===== config.mk =====
export PLATFORM = sky130hd
export DESIGN_NAME = red_pitaya_sort_pulse
export DESIGN_NICKNAME = d
export VERILOG_FILES = /design/src/rtl/sort_pulse_pkg.sv /design/src/rtl/red_pitaya_sort_fifo.sv /design/src/rtl/red_pitaya_sort_pulse.sv
export SDC_FILE = /design/constraint.sdc
export NUM_CORES = 1
export LEC_CHECK = 0
export ABC_CLOCK_PERIOD_IN_PS = 6800
export BUFFER_PORTS_ARGS = -buffer_cell sky130_fd_sc_hd__clkbuf_2
export CELL_PAD_IN_SITES_DETAIL_PLACEMENT = 0
export CELL_PAD_IN_SITES_GLOBAL_PLACEMENT = 2
export CORE_MARGIN = 2
export CORE_UTILIZATION = 38
export DETAILED_ROUTE_END_ITERATION = 12
export PLACE_DENSITY_LB_ADDON = 0.1
export SETUP_SLACK_MARGIN = 0.05
export SYNTH_ARGS = -nofsm -noshare
export SYNTH_HDL_FRONTEND = slang
export SYNTH_SLANG_ARGS = --single-unit

===== constraint.sdc =====
create_clock -name adc_clk_i -period 6.8 [get_ports adc_clk_i]
set_input_delay 1.36 -clock adc_clk_i [delete_from_list [all_inputs] [get_ports adc_clk_i]]
set_output_delay 1.36 -clock adc_clk_i [all_outputs]
set_load 0.005 [all_outputs]

===== src/rtl/sort_pulse_pkg.sv =====
// Shared definitions for the droplet sort pulse generator: register map,
// reset defaults and the actuation FSM states.
package sort_pulse_pkg;

  localparam logic [19:0] REG_CTRL    = 20'h00000;
  localparam logic [19:0] REG_DELAY   = 20'h00004;
  localparam logic [19:0] REG_WIDTH   = 20'h00008;
  localparam logic [19:0] REG_FIRED   = 20'h0000C;
  localparam logic [19:0] REG_DROPPED = 20'h00010;
  localparam logic [19:0] REG_PENDING = 20'h00014;

  localparam logic [30:0] DELAY_RST = 31'd1000;
  localparam logic [31:0] WIDTH_RST = 32'd100;

  typedef enum logic {
    ST_IDLE  = 1'b0,
    ST_PULSE = 1'b1
  } state_e;

endpackage


===== src/rtl/red_pitaya_sort_fifo.sv =====
// Queue of pending fire times. The head is read combinationally; a push is
// accepted on a full queue when a pop happens in the same cycle.
module red_pitaya_sort_fifo #(
  parameter int QLOG2 = 3,
  parameter int TW    = 32
) (
  input  logic             clk,
  input  logic             rst,
  input  logic             push,
  input  logic             pop,
  input  logic             flush,
  input  logic [TW-1:0]    din,
  output logic             full,
  output logic             empty,
  output logic [QLOG2:0]   count,
  output logic [TW-1:0]    head
);

  localparam int DEPTH = 1 << QLOG2;

  logic [TW-1:0]    mem_q [DEPTH];
  logic [QLOG2-1:0] wr_ptr_q, wr_ptr_d;
  logic [QLOG2-1:0] rd_ptr_q, rd_ptr_d;
  logic [QLOG2:0]   count_q, count_d;
  logic             do_push, do_pop;

  assign full    = count_q[QLOG2];
  assign empty   = (count_q == '0);
  assign count   = count_q;
  assign head    = mem_q[rd_ptr_q];
  assign do_pop  = pop && !empty;
  assign do_push = push && (!full || do_pop);

  always_comb begin
    wr_ptr_d = wr_ptr_q;
    rd_ptr_d = rd_ptr_q;
    count_d  = count_q;
    if (flush) begin
      wr_ptr_d = '0;
      rd_ptr_d = '0;
      count_d  = '0;
    end else begin
      if (do_push) wr_ptr_d = wr_ptr_q + 1'b1;
      if (do_pop)  rd_ptr_d = rd_ptr_q + 1'b1;
      case ({do_push, do_pop})
        2'b10:   count_d = count_q + 1'b1;
        2'b01:   count_d = count_q - 1'b1;
        default: count_d = count_q;
      endcase
    end
  end

  always_ff @(posedge clk) begin
    if (rst) begin
      wr_ptr_q <= '0;
      rd_ptr_q <= '0;
      count_q  <= '0;
    end else begin
      wr_ptr_q <= wr_ptr_d;
      rd_ptr_q <= rd_ptr_d;
      count_q  <= count_d;
    end
  end

  always_ff @(posedge clk) begin
    if (do_push && !flush) mem_q[wr_ptr_q] <= din;
  end

endmodule


===== src/rtl/red_pitaya_sort_pulse.sv =====
// Turns FADS sort decisions into delayed, fixed-width actuation pulses for the
// ASG trigger and HV gate, with a queue of droplets still in flight.
module red_pitaya_sort_pulse
  import sort_pulse_pkg::*;
#(
  parameter int QLOG2 = 3,
  parameter int TW    = 32
) (
  input  logic        adc_clk_i,
  input  logic        adc_rst_i,
  input  logic        sort_trig_i,
  output logic        asg_trig_o,
  output logic        sort_gate_o,
  input  logic [31:0] sys_addr,
  input  logic [31:0] sys_wdata,
  input  logic [3:0]  sys_sel,
  input  logic        sys_wen,
  input  logic        sys_ren,
  output logic [31:0] sys_rdata,
  output logic        sys_err,
  output logic        sys_ack
);

  logic [TW-1:0] now_q, now_d;
  logic          trig_prev_q, trig_prev_d;
  logic          enable_q, enable_d;
  logic [30:0]   delay_q, delay_d;
  logic [TW-1:0] width_q, width_d;
  logic [TW-1:0] fired_q, fired_d;
  logic [TW-1:0] dropped_q, dropped_d;
  logic [TW-1:0] wcnt_q, wcnt_d;
  state_e        state_q, state_d;
  logic          asg_q, asg_d;
  logic          gate_q, gate_d;
  logic          ack_q, ack_d;
  logic [31:0]   rdata_q, rdata_d;

  logic [19:0]   addr;
  logic          clr_cnt, push, fire, drop, due;
  logic [TW-1:0] delay_eff, width_eff, push_val, head, age;
  logic          q_full, q_empty;
  logic [QLOG2:0] q_count;
  logic          unused_ok;

  assign unused_ok = ^{sys_sel, sys_addr[31:20]};
  assign addr      = sys_addr[19:0];
  assign clr_cnt   = sys_wen && (addr == REG_CTRL) && sys_wdata[1];

  // Due time is latched one past the current count so the pulse lands D+1
  // cycles after the sampling edge; DELAY stays below 2^31, keeping the
  // signed age comparison valid across a wrap of now.
  assign delay_eff = (delay_q == '0) ? TW'(1) : TW'(delay_q);
  assign width_eff = (width_q == '0) ? TW'(1) : width_q;
  assign push_val  = now_q + TW'(1) + delay_eff;
  assign age       = now_q - head;
  assign due       = !age[TW-1];

  assign push = sort_trig_i && !trig_prev_q && enable_q;
  assign fire = (state_q == ST_IDLE) && enable_q && !q_empty && due;
  assign drop = push && q_full && !fire;

  red_pitaya_sort_fifo #(.QLOG2(QLOG2), .TW(TW)) u_fifo (
    .clk   (adc_clk_i),
    .rst   (adc_rst_i),
    .push  (push),
    .pop   (fire),
    .flush (!enable_q),
    .din   (push_val),
    .full  (q_full),
    .empty (q_empty),
    .count (q_count),
    .head  (head)
  );

  always_comb begin
    now_d       = now_q + TW'(1);
    trig_prev_d = sort_trig_i;
    enable_d    = enable_q;
    delay_d     = delay_q;
    width_d     = width_q;
    ack_d       = sys_wen || sys_ren;
    rdata_d     = '0;
    if (sys_wen) begin
      case (addr)
        REG_CTRL:  enable_d = sys_wdata[0];
        REG_DELAY: delay_d  = sys_wdata[30:0];
        REG_WIDTH: width_d  = TW'(sys_wdata);
        default:   ;
      endcase
    end
    if (sys_ren) begin
      case (addr)
        REG_CTRL:    rdata_d = {31'd0, enable_q};
        REG_DELAY:   rdata_d = {1'b0, delay_q};
        REG_WIDTH:   rdata_d = 32'(width_q);
        REG_FIRED:   rdata_d = 32'(fired_q);
        REG_DROPPED: rdata_d = 32'(dropped_q);
        REG_PENDING: rdata_d = 32'(q_count);
        default:     rdata_d = '0;
      endcase
    end
  end

  always_comb begin
    fired_d   = fired_q;
    dropped_d = dropped_q;
    if (clr_cnt) begin
      fired_d   = '0;
      dropped_d = '0;
    end else begin
      if (fire && !(&fired_q))  fired_d   = fired_q + TW'(1);
      if (drop && !(&dropped_q)) dropped_d = dropped_q + TW'(1);
    end
  end

  always_comb begin
    state_d = state_q;
    wcnt_d  = wcnt_q;
    asg_d   = 1'b0;
    gate_d  = gate_q;
    case (state_q)
      ST_IDLE: begin
        gate_d = 1'b0;
        if (fire) begin
          state_d = ST_PULSE;
          asg_d   = 1'b1;
          gate_d  = 1'b1;
          wcnt_d  = width_eff;
        end
      end
      ST_PULSE: begin
        // Losing enable must kill the HV gate immediately.
        if (!enable_q || wcnt_q == TW'(1)) begin
          state_d = ST_IDLE;
          gate_d  = 1'b0;
        end else begin
          wcnt_d = wcnt_q - TW'(1);
        end
      end
      default: begin
        state_d = ST_IDLE;
        gate_d  = 1'b0;
      end
    endcase
  end

  always_ff @(posedge adc_clk_i) begin
    if (adc_rst_i) begin
      now_q       <= '0;
      trig_prev_q <= 1'b0;
      enable_q    <= 1'b0;
      delay_q     <= DELAY_RST;
      width_q     <= TW'(WIDTH_RST);
      fired_q     <= '0;
      dropped_q   <= '0;
      wcnt_q      <= '0;
      state_q     <= ST_IDLE;
      asg_q       <= 1'b0;
      gate_q      <= 1'b0;
      ack_q       <= 1'b0;
      rdata_q     <= '0;
    end else begin
      now_q       <= now_d;
      trig_prev_q <= trig_prev_d;
      enable_q    <= enable_d;
      delay_q     <= delay_d;
      width_q     <= width_d;
      fired_q     <= fired_d;
      dropped_q   <= dropped_d;
      wcnt_q      <= wcnt_d;
      state_q     <= state_d;
      asg_q       <= asg_d;
      gate_q      <= gate_d;
      ack_q       <= ack_d;
      rdata_q     <= rdata_d;
    end
  end

  assign asg_trig_o  = asg_q;
  assign sort_gate_o = gate_q;
  assign sys_ack     = ack_q;
  assign sys_rdata   = rdata_q;
  assign sys_err     = 1'b0;

endmodule

==> results of run 1 <==
[state kept, by name (all words and copies together), names as in the netlist, named ones only]
register / flops
enable_q: 1
asg_trig_o: 1
wcnt_q: 32
delay_q: 31
sys_rdata: 32
sys_ack: 1
trig_prev_q: 1
u_fifo.wr_ptr_q: 3
sort_gate_o: 1
dropped_q: 32
u_fifo.mem_q: 256
fired_q: 32
state_q: 1
width_q: 32
now_q: 32
u_fifo.rd_ptr_q: 3
u_fifo.count: 4
[per-layer routing]
metal | global-route usage, % | up-vias | part of all wire [%]
met3 | 3.502 | 115 | 4.9
met4 | 6.929 | 0 | 3.1
met2 | 37.12 | 360 | 48
li1 | - | 7710 | -
met5 | 0 | - | 0
met1 | 28.77 | 7930 | 44
[critical path, delay by kind of cell, from the launching register on]
kind | cells | cell delay, ns
fa+ha+maj | 3 | 0.75
mux | 2 | 0.82
xor+xnor | 2 | 0.25
simple gates | 2 | 0.49
buf+inv | 2 | 0.43
flops | 1 | 0.63
compound gates | 8 | 2.05
[final cells by class]
cell class	count	area [um^2]	share of cell area (%)
sequential	498	12540	47.73
multi-input combinational	1385	9932	37.81
clock buffer	77	1580	6.015
tap	782	978.4	3.724
timing repair buffer	133	848.3	3.229
inverter	27	101.3	0.3858
clock inverter	24	292.8	1.114
[path summary, 6_finish.rpt]
kind	to	cells after the start	from	slack (ns)
max	u_fifo.count[2]	19	register	1.24
max reg2reg	u_fifo.count[2]	19	register	1.24
min	sort_gate_o	1	sort_gate_o	0.47
min reg2reg	sort_gate_o	1	sort_gate_o	0.47
[power groups by stage]
stage	Clock [mW]	Combinational [mW]	Sequential, mW
6_report	3.08	0.0850	3.14
5_1_grt	3.28	0.0933	3.14
4_1_cts	3.16	0.0856	3.14
3_5_place_dp	0	0.0854	3.20
3_3_place_gp	0	0.0855	3.20
2_1_floorplan	0	0.0417	3.20
[cells by family after synthesis]
family          after synthesis
other cells                   1
mux                         145
xor+xnor                    111
compound gates              344
buf+inv                     163
simple gates                712
flops                       498
fa+ha+maj                    72
[per-stage QoR]
step / setup slack (ns) / power, mW / util (%)
4_1_cts: 1.155 / 6.386 / 43.69
2_1_floorplan: 0.2705 / 3.243 / -
3_5_place_dp: 1.131 / 3.287 / 40.57
5_1_grt: 0.8615 / 6.509 / 43.69
6_report: 1.235 / 6.304 / 43.69
3_3_place_gp: 1.131 / 3.287 / 40.57
[cell usage in the layout (no fill, tap or decap), drive strengths merged, types with 65 or more instances in the layout]
cell type,synthesis,routed
dfxtp,242,242
a21oi,135,135
nor2,160,160
nand2,219,219
clkbuf,113,167
xnor2,75,75
ha,71,71
o21ai,65,65
nand3,71,71
edfxtp,256,256
==> results by group, run 1 <==
Setup path
  – Critical Path AT: 6.11 ns
  – WS Path Type: register to register
  – Worst path max stage delay: 0.63 ns
  – Slowest CP cell: dfxtp_4
  – Crit path cell chain: buf_12 > mux4_2 > mux2i_1 > ha_1 > a21o_1 > a21o_1 > a221oi_1 > a21oi_1 > o21ai_1 > nand4_4 > a21oi_2 > inv_2 > ha_1 > xor2_1 > ha_1 > a21oi_1 > xor2_1 > or3_1 > a21oi_1
  – Max FO, Critical Path: 31
  – CP startpoint kind: register
  – Worst Path Required: 7.34 ns
  – Critical Path End Type: register

Timing
  – Setup_tns: 0 ns
  – Unrepaired setup endpoints after global routing: false
  – Final Cycle Share: 81.84%
  – Skew final: 0.02157 ns
  – Fmax: 179.7 MHz
  – Fin crit period: 5.565 ns
  – Final Hold Vio Count: 0
  – Slew margin rel.: 20.47%
  – Worst slew pin tran: 1.193 ns
  – Pins over their slew limit: 0
  – Hold Slack: about 0.47 ns
  – Final setup viols: 0

Floorplan
  – Die height: roughly 250 um
  – Core Footprint: between 0.06 and 0.07 mm^2
  – Rows: 90
  – Starting Density: around two fifths
  – Die Wd: 250.2 um
  – Area of the die: between 0.06 and 0.07 mm^2
  – Io pins: 109

Clock network
  – CTS buffer count: 55
  – H-tree depth: 2
  – Clk root buf: clkbuf_16
  – Postcts setup bufs: 0
  – CTS tree: done
  – Post_cts resized: 0
  – Longest Clk Path Bufs: 3
  – Clk sinks: 498
  – Hold_buf cts: 0
  – Clock-pin slew on the worst setup and hold paths: 0.06 ns
  – Clk Latency, worst-skew pair: roughly 0.62 ns

Logic synthesis
  – XOR/XNOR Fraction of Synth Area: under 10%
  – Synth Area in Adders: 3.944%
  – Most frequent cells after synthesis: edfxtp_1, dfxtp_1, nand2_1, nor2_1, a21oi_1
  – Synth area leader: edfxtp_1
  – FFs w/ async S/R, synth: 0%
  – Synth top area cells: edfxtp_1, dfxtp_1, mux4_2
  – Mapped Nets: 2191
  – Synth Register Bits: 498
  – Yosys warnings: 0
  – Post-Syn Instances: 2046
  – Sequential area share after synthesis: 54.41%
  – Synth top area share: 33.37%
  – Mean Syn Cell Area: around 11 um^2
  – Number of synthesized flops with an enable pin: 256
  – Post-synthesis simple-gate area fraction: ~15%
  – Post-synthesis mux area share: roughly a tenth
  – Largest family of logic cells by synthesized area: simple AND/OR/NAND/NOR gates
  – Top FF cell, synth: edfxtp_1
  – Top-count cell post-synth: edfxtp_1
  – Synth Area in Compound Gates: 9.658%
  – Unique cell type count in the Yosys netlist: between 70 and 80
  – Post-Syn Area: 0.02303 mm^2

Global route
  – Pin count of the biggest net entering global routing: 71
  – Initial antenna violation count: 0
  – First-pass GRT wire length: 102700 um
  – Vias in the first global route: 15970
  – All-Layer GR Usage: 21.91%
  – Global-route congestion overflow total: 0

Placement
  – Post-detail-place hpwl: 48660 um
  – GPL Wtd Cong: 0.8075
  – Placed insts: between 2000 and 3000
  – IO buf count: 91
  – Area after DPL: 0.02440 mm^2

Finish
  – Post-route insts no fill: 2926
  – Synth-to-Final Area Change: 14.06%
  – Fin nets: roughly 2200
  – Post-route cell area: 0.02627 mm^2
  – Antenna cells: 0
  – Fillers: 5683
  – Layout cell share with drive strength beyond 1: 16.09%

Status
  – Status: completed

Worst hold path
  – Hold Crit Class: register to register

Route
  – Drt wl/cell: 23.43 um
  – Final antenna-violating net count: 0
  – DR vias/cell: 5.508
  – DR vias: 16120
  – Drt first pass iters: 8
  – DRC Markers: 0
  – Post-Route WL: around 70000 um
  – 1st-iter DRT viols: 1250

Pwr
  – Comb power frac: 1.3%
  – Net Sw Frac: between 20% and 30%
  – Clock group share of total power: 48.9%
  – Int Power: approximately 5.0 mW
  – Peak supply drop: 0.1630 mV
  – Pwr Density: 240.0 mW/mm^2
  – Sw Pwr: 1.299 mW
  – Leak pwr: 8.784 nW
  – Sequential power share: 49.8%

Job
  – Max Cap Viol: 0
No activity file was read; power rests on OpenSTA's default activity.
==> run 2, diff against run 1 <==
--- a/config.mk
+++ b/config.mk
@@ -5,12 +5,12 @@
 export SDC_FILE = /design/constraint.sdc
 export NUM_CORES = 1
 export LEC_CHECK = 0
-export ABC_CLOCK_PERIOD_IN_PS = 6800
+export ABC_CLOCK_PERIOD_IN_PS = 5200
 export BUFFER_PORTS_ARGS = -buffer_cell sky130_fd_sc_hd__clkbuf_2
 export CELL_PAD_IN_SITES_DETAIL_PLACEMENT = 0
 export CELL_PAD_IN_SITES_GLOBAL_PLACEMENT = 2
 export CORE_MARGIN = 2
-export CORE_UTILIZATION = 38
+export CORE_UTILIZATION = 42
 export DETAILED_ROUTE_END_ITERATION = 12
 export PLACE_DENSITY_LB_ADDON = 0.1
 export SETUP_SLACK_MARGIN = 0.05
==> constraint.sdc (replaced) <==
create_clock -name adc_clk_i -period 5.2 [get_ports adc_clk_i]
set_input_delay 1.04 -clock adc_clk_i [delete_from_list [all_inputs] [get_ports adc_clk_i]]
set_output_delay 1.04 -clock adc_clk_i [all_outputs]
set_load 0.005 [all_outputs]
==> results by group, run 2 (synthesized netlist as in run 1, its figures left out) <==
Route
  – DRC Markers: 0
  – Post-Route WL: 64580 um
  – DR vias: 15980
  – Drt first pass iters: 9
  – Drt wl/cell: approximately 23 um
  – Final antenna-violating net count: 0
  – 1st-iter DRT viols: 1340
  – DR vias/cell: 5.617

Timing
  – Final setup viols: 0
  – Unrepaired setup endpoints after global routing: false
  – Setup_tns: 0 ns
  – Worst slew pin tran: 1.162 ns
  – Fin crit period: 4.787 ns
  – Setup ws final: 0.4127 ns
  – Fmax: 208.9 MHz
  – Hold Slack: 0.4736 ns
  – Slew margin rel.: between 20% and 30%
  – Pins over their slew limit: 0
  – Final Cycle Share: 92.06%
  – Final Hold Vio Count: 0
  – Skew final: 0.02051 ns

Finish
  – Synth-to-Final Area Change: 14.38%
  – Largest Register: u_fifo.mem_q
  – Fillers: about 5000
  – Commonest non-fill, non-tap cell in the layout: edfxtp_1
  – Antenna cells: 0
  – Register area: 0.01254 mm^2
  – Fin nets: 2250
  – Layout cell share with drive strength beyond 1: 16.47%
  – Max reg flops: between 200 and 300
  – Post-route cell area: 0.02635 mm^2
  – Multi-input gate area: 0.009957 mm^2
  – Highest-count cells in the layout ignoring fill and taps: edfxtp_1, dfxtp_1, nand2_1

Clock network
  – Clk root buf: clkbuf_16
  – Post_cts resized: 0
  – CTS buffer count: 54
  – Longest Clk Path Bufs: 3
  – CTS tree: done
  – Hold_buf cts: 0
  – Clock-pin slew on the worst setup and hold paths: 0.06 ns
  – Postcts setup bufs: 0
  – Clk Latency, worst-skew pair: 0.61 ns
  – Clk sinks: 498
  – H-tree depth: 2

Pwr
  – Clock group share of total power: 48.9%
  – Net Sw Frac: between 20% and 30%
  – Int Power: 6.594 mW
  – Sw Pwr: 1.659 mW
  – Sequential power share: 49.7%
  – Leak pwr: 8.844 nW
  – Comb power frac: 1.4%
  – Peak supply drop: approximately 0.21 mV
  – Total power: 8.253 mW
  – Pwr Density: 313.3 mW/mm^2

Global route
  – Initial antenna violation count: 0
  – Pin count of the biggest net entering global routing: 66
  – First-pass GRT wire length: 97320 um
  – Vias in the first global route: 15430
  – All-Layer GR Usage: 22.91%
  – Global-route congestion overflow total: 0

Setup path
  – Critical Path End Type: register
  – Max FO, Critical Path: 22
  – Critical Path AT: 5.31 ns
  – Worst Path Required: roughly 5.7 ns
  – WS Path Type: register to register
  – R2R depth: 21
  – CP startpoint kind: register

Floorplan
  – Area of the die: 0.05673 mm^2
  – Die Wd: 238.2 um
  – Rows: 85
  – Starting Density: approximately 43%
  – Core Footprint: approximately 0.054 mm^2
  – Io pins: 109
  – Die height: 238.2 um

Placement
  – Post-place setup slack: 0.3739 ns
  – Post-detail-place hpwl: 44800 um
  – Area after DPL: between 0.02 and 0.025 mm^2
  – IO buf count: 91
  – GPL Wtd Cong: 0.8243

Worst hold path
  – Hold path cells: 2
  – Hold Crit Class: register to register

Status
  – Status: completed

Job
  – Max Cap Viol: 0
## run 2: cell count changes in the layout (fill, tap and decap cells not counted), moves of 2 or more
cell | previous run | this run
buf_12 | 6 | 13
clkbuf_8 | 10 | 12
clkinv_1 | 4 | 1
clkinv_2 | 8 | 10
clkinv_4 | 2 | 0
nor3_2 | 3 | 1
nor3_4 | 0 | 2
nor3b_2 | 3 | 1
nor3b_4 | 0 | 2
## run 2: layer usage
layer / wire length, um / vias to the layer above / global-route usage, %
li1: - / 7696 / -
met1: 28900 / 7856 / 30.93
met2: 31180 / 335 / 38.54
met3: 2888 / 94 / 3.505
met4: 1607 / 0 / 6.080
met5: 0 / - / 0
## run 2: critical path: stages (launching register included)
cell and delay, ns:
dfxtp_4 0.47, buf_12 0.24, mux4_2 0.52, mux2i_1 0.22, ha_1 0.30, a211oi_1 0.24, o211ai_1 0.12, a31oi_1 0.28
o221ai_1 0.15, buf_4 0.19, o21ai_1 0.13, buf_4 0.18, nand4_4 0.12, a21oi_2 0.22, inv_2 0.05, ha_1 0.20
xor2_1 0.15, ha_1 0.19, a21oi_1 0.14, xor2_1 0.09, or3_1 0.30, a21oi_1 0.14
## run 2: path summary, 6_finish.rpt
check	slack [ns]	startpoint	to
worst min register to register	0.47	wcnt_q[16]	wcnt_q[16]
worst max-delay path	0.41	register	u_fifo.count[2]
worst min-delay path	0.47	wcnt_q[16]	wcnt_q[16]
worst max register to register	0.41	register	u_fifo.count[2]
## run 2: area by class of cell
class / count / share of cell area [%]
clock buffers: 77 / 5.993
clock inverters: 23 / 1.211
inverters: 27 / 0.3847
multi-input cells: 1385 / 37.79
flip-flops and latches: 498 / 47.59
well taps: 696 / 3.305
repair buffers: 139 / 3.723
## run 2: power groups by stage
| stage | clock [mW] | combinational (mW) | sequential, mW |
|---|---|---|---|
| after global placement | 0 | 0.115 | 4.19 |
| after CTS | 4.13 | 0.115 | 4.10 |
| final | 4.04 | 0.116 | 4.10 |
| after floorplan | 0 | 0.0545 | 4.19 |
| after global routing | 4.30 | 0.124 | 4.10 |
| after detailed placement | 0 | 0.115 | 4.19 |
## run 2: through the flow
stage	cells	utilization, %
6_report	2845	48.77
3_5_place_dp	2745	45.25
4_1_cts	2845	48.77
3_3_place_gp	2745	45.25
2_1_floorplan	2046	-
5_1_grt	2845	48.77
==> run 3, diff against run 2 <==
==> constraint.sdc (replaced) <==
create_clock -name adc_clk_i -period 5.2 [get_ports adc_clk_i]
set_input_delay 1.56 -clock adc_clk_i [delete_from_list [all_inputs] [get_ports adc_clk_i]]
set_output_delay 1.56 -clock adc_clk_i [all_outputs]
set_load 0.005 [all_outputs]
==> results by group, run 3 (synthesized netlist as in run 1, its figures left out) <==
Setup path
  – Worst path max stage delay: 0.52 ns
  – Critical Path AT: 5.36 ns
  – Crit path cell chain: buf_12 > buf_12 > mux4_2 > mux2i_1 > ha_1 > and4_1 > a221oi_1 > a21oi_1 > buf_4 > o21ai_1 > buf_4 > nand4_4 > a21oi_2 > inv_2 > ha_1 > xor2_1 > ha_1 > a21oi_1 > xor2_1 > or3_1 > a21oi_1
  – WS Path Type: register to register
  – Slowest CP cell: dfxtp_4
  – CP startpoint kind: register
  – Max FO, Critical Path: 11
  – Critical Path End Type: register
  – Worst Path Required: roughly 5.7 ns

Floorplan
  – Starting Density: 42.63%
  – Area of the die: 0.05673 mm^2
  – Die height: 238.2 um
  – Die Wd: 238.2 um
  – Io pins: 109
  – Rows: 85
  – Core Footprint: roughly 0.054 mm^2

Finish
  – Layout cell share with drive strength beyond 1: 16.56%
  – Fillers: roughly 5000
  – Largest Register: u_fifo.mem_q
  – Highest-count cells in the layout ignoring fill and taps: edfxtp_1, dfxtp_1, nand2_1
  – Fin nets: 2256
  – Synth-to-Final Area Change: 14.27%
  – Multi-input gate area: 0.009965 mm^2
  – Register area: 0.01254 mm^2
  – Post-route cell area: 0.02632 mm^2
  – Max reg flops: between 200 and 300
  – Commonest non-fill, non-tap cell in the layout: edfxtp_1

Clock network
  – CTS buffer count: between 50 and 60
  – Longest Clk Path Bufs: 3
  – Postcts setup bufs: 0
  – Clk sinks: 498
  – CTS tree: done
  – H-tree depth: 2
  – Clock-pin slew on the worst setup and hold paths: 0.06 ns
  – Clk Latency, worst-skew pair: 0.63 ns
  – Clk root buf: clkbuf_16

Global route
  – First-pass GRT wire length: 97790 um
  – Pin count of the biggest net entering global routing: 82
  – Vias in the first global route: ~16000
  – All-Layer GR Usage: a little under a quarter
  – Global-route congestion overflow total: 0
  – Initial antenna violation count: 0

Timing
  – Skew final: ~0.023 ns
  – Pins over their slew limit: 0
  – Final Hold Vio Count: 0
  – Slew margin rel.: 19.73%
  – Unrepaired setup endpoints after global routing: false
  – Final setup viols: 0
  – Final Cycle Share: 92.91%
  – Setup ws final: 0.3689 ns
  – Fmax: roughly 210 MHz
  – Fin crit period: 4.831 ns
  – Hold Slack: about 0.47 ns
  – Worst slew pin tran: 1.201 ns

Route
  – DRC Markers: 0
  – DR vias/cell: 5.657
  – Post-Route WL: 65430 um
  – 1st-iter DRT viols: 1079
  – Final antenna-violating net count: 0
  – Drt wl/cell: 22.93 um
  – Drt first pass iters: 7
  – DR vias: 16140

Placement
  – Post-detail-place hpwl: 45240 um
  – Post-place setup slack: 0.2913 ns
  – GPL Wtd Cong: 0.8433
  – Area after DPL: 0.02450 mm^2
  – IO buf count: between 90 and 100

Pwr
  – Peak supply drop: 0.2521 mV
  – Pwr Density: 305.2 mW/mm^2
  – Leak pwr: 8.840 nW

Job
  – Max Cap Viol: 0

Worst hold path
  – Hold Crit Class: register to register

Status
  – Status: completed
run 3: changes by cell type in the layout (fill, tap and decap cells not counted), moves of 2 or more:
cell and change:
clkinv_2 +2, buf_4 +2, bufinv_16 -5, clkinv_1 +4, clkinv_8 -2, clkbuf_8 -2
run 3: path summary, 6_finish.rpt:
| path | start | to | slack [ns] | cells past startpoint |
|---|---|---|---|---|
| worst max register to register | register | u_fifo.count[2] | 0.37 | 21 |
| worst max-delay path | register | u_fifo.count[2] | 0.37 | 21 |
| worst min-delay path | sort_gate_o | sort_gate_o | 0.47 | 1 |
| worst min register to register | sort_gate_o | sort_gate_o | 0.47 | 1 |
run 3: per-stage QoR:
stage | power [mW] | instances | util [%] | setup TNS (ns)
floorplan | 4.241 | 2046 | - | -25.48
finish | 8.032 | 2853 | 48.72 | 0
CTS | 8.126 | 2851 | 48.63 | 0
global placement | 4.301 | 2750 | 45.35 | 0
global route | 8.286 | 2852 | 48.71 | 0
detailed placement | 4.301 | 2750 | 45.35 | 0
run 3: cell type report:
type / instances / area share, %
Antenna cell: 1 / 0.009508
Clock buffer: 76 / 5.909
Clock inverter: 25 / 0.8367
Inverter: 27 / 0.3851
Multi-Input combinational cell: 1385 / 37.86
Sequential cell: 498 / 47.64
Tap cell: 696 / 3.309
Timing Repair Buffer: 145 / 4.055
run 3: power by group:
part	total (mW)	leakage, nW	switching, mW	internal, mW
logic	0.115	4.06	0.0776	0.0375
clock network	3.81	0.872	1.62	2.19
registers	4.10	3.91	0.00311	4.10
run 3: critical path, delay by kind of cell, from the launching register on:
kind                       cells  cell delay (ns)
xor gates and xnor gates       2             0.24
DFF                            1             0.52
AOI/OAI and AO/OA              6             1.08
and+or+nand+nor                3             0.67
adders and majority gates      3             0.69
buffers and inverters          5             0.82
muxes                          2             0.72
run 3: what timing repair did:
action | 4_1_cts | 5_1_grt
hold buffers | 0 | 0
resized for setup | 0 | 4
setup endpoints to repair | 0 | 9
run 3: routing by layer:
layer / wire, um / share of wire [%] / track usage (%)
met1: 29380 / 45 / 30.89
met2: 31420 / 48 / 38.40
met3: 2726 / 4.2 / 2.904
met4: 1900 / 2.9 / 8.258
met5: 0 / 0 / 0
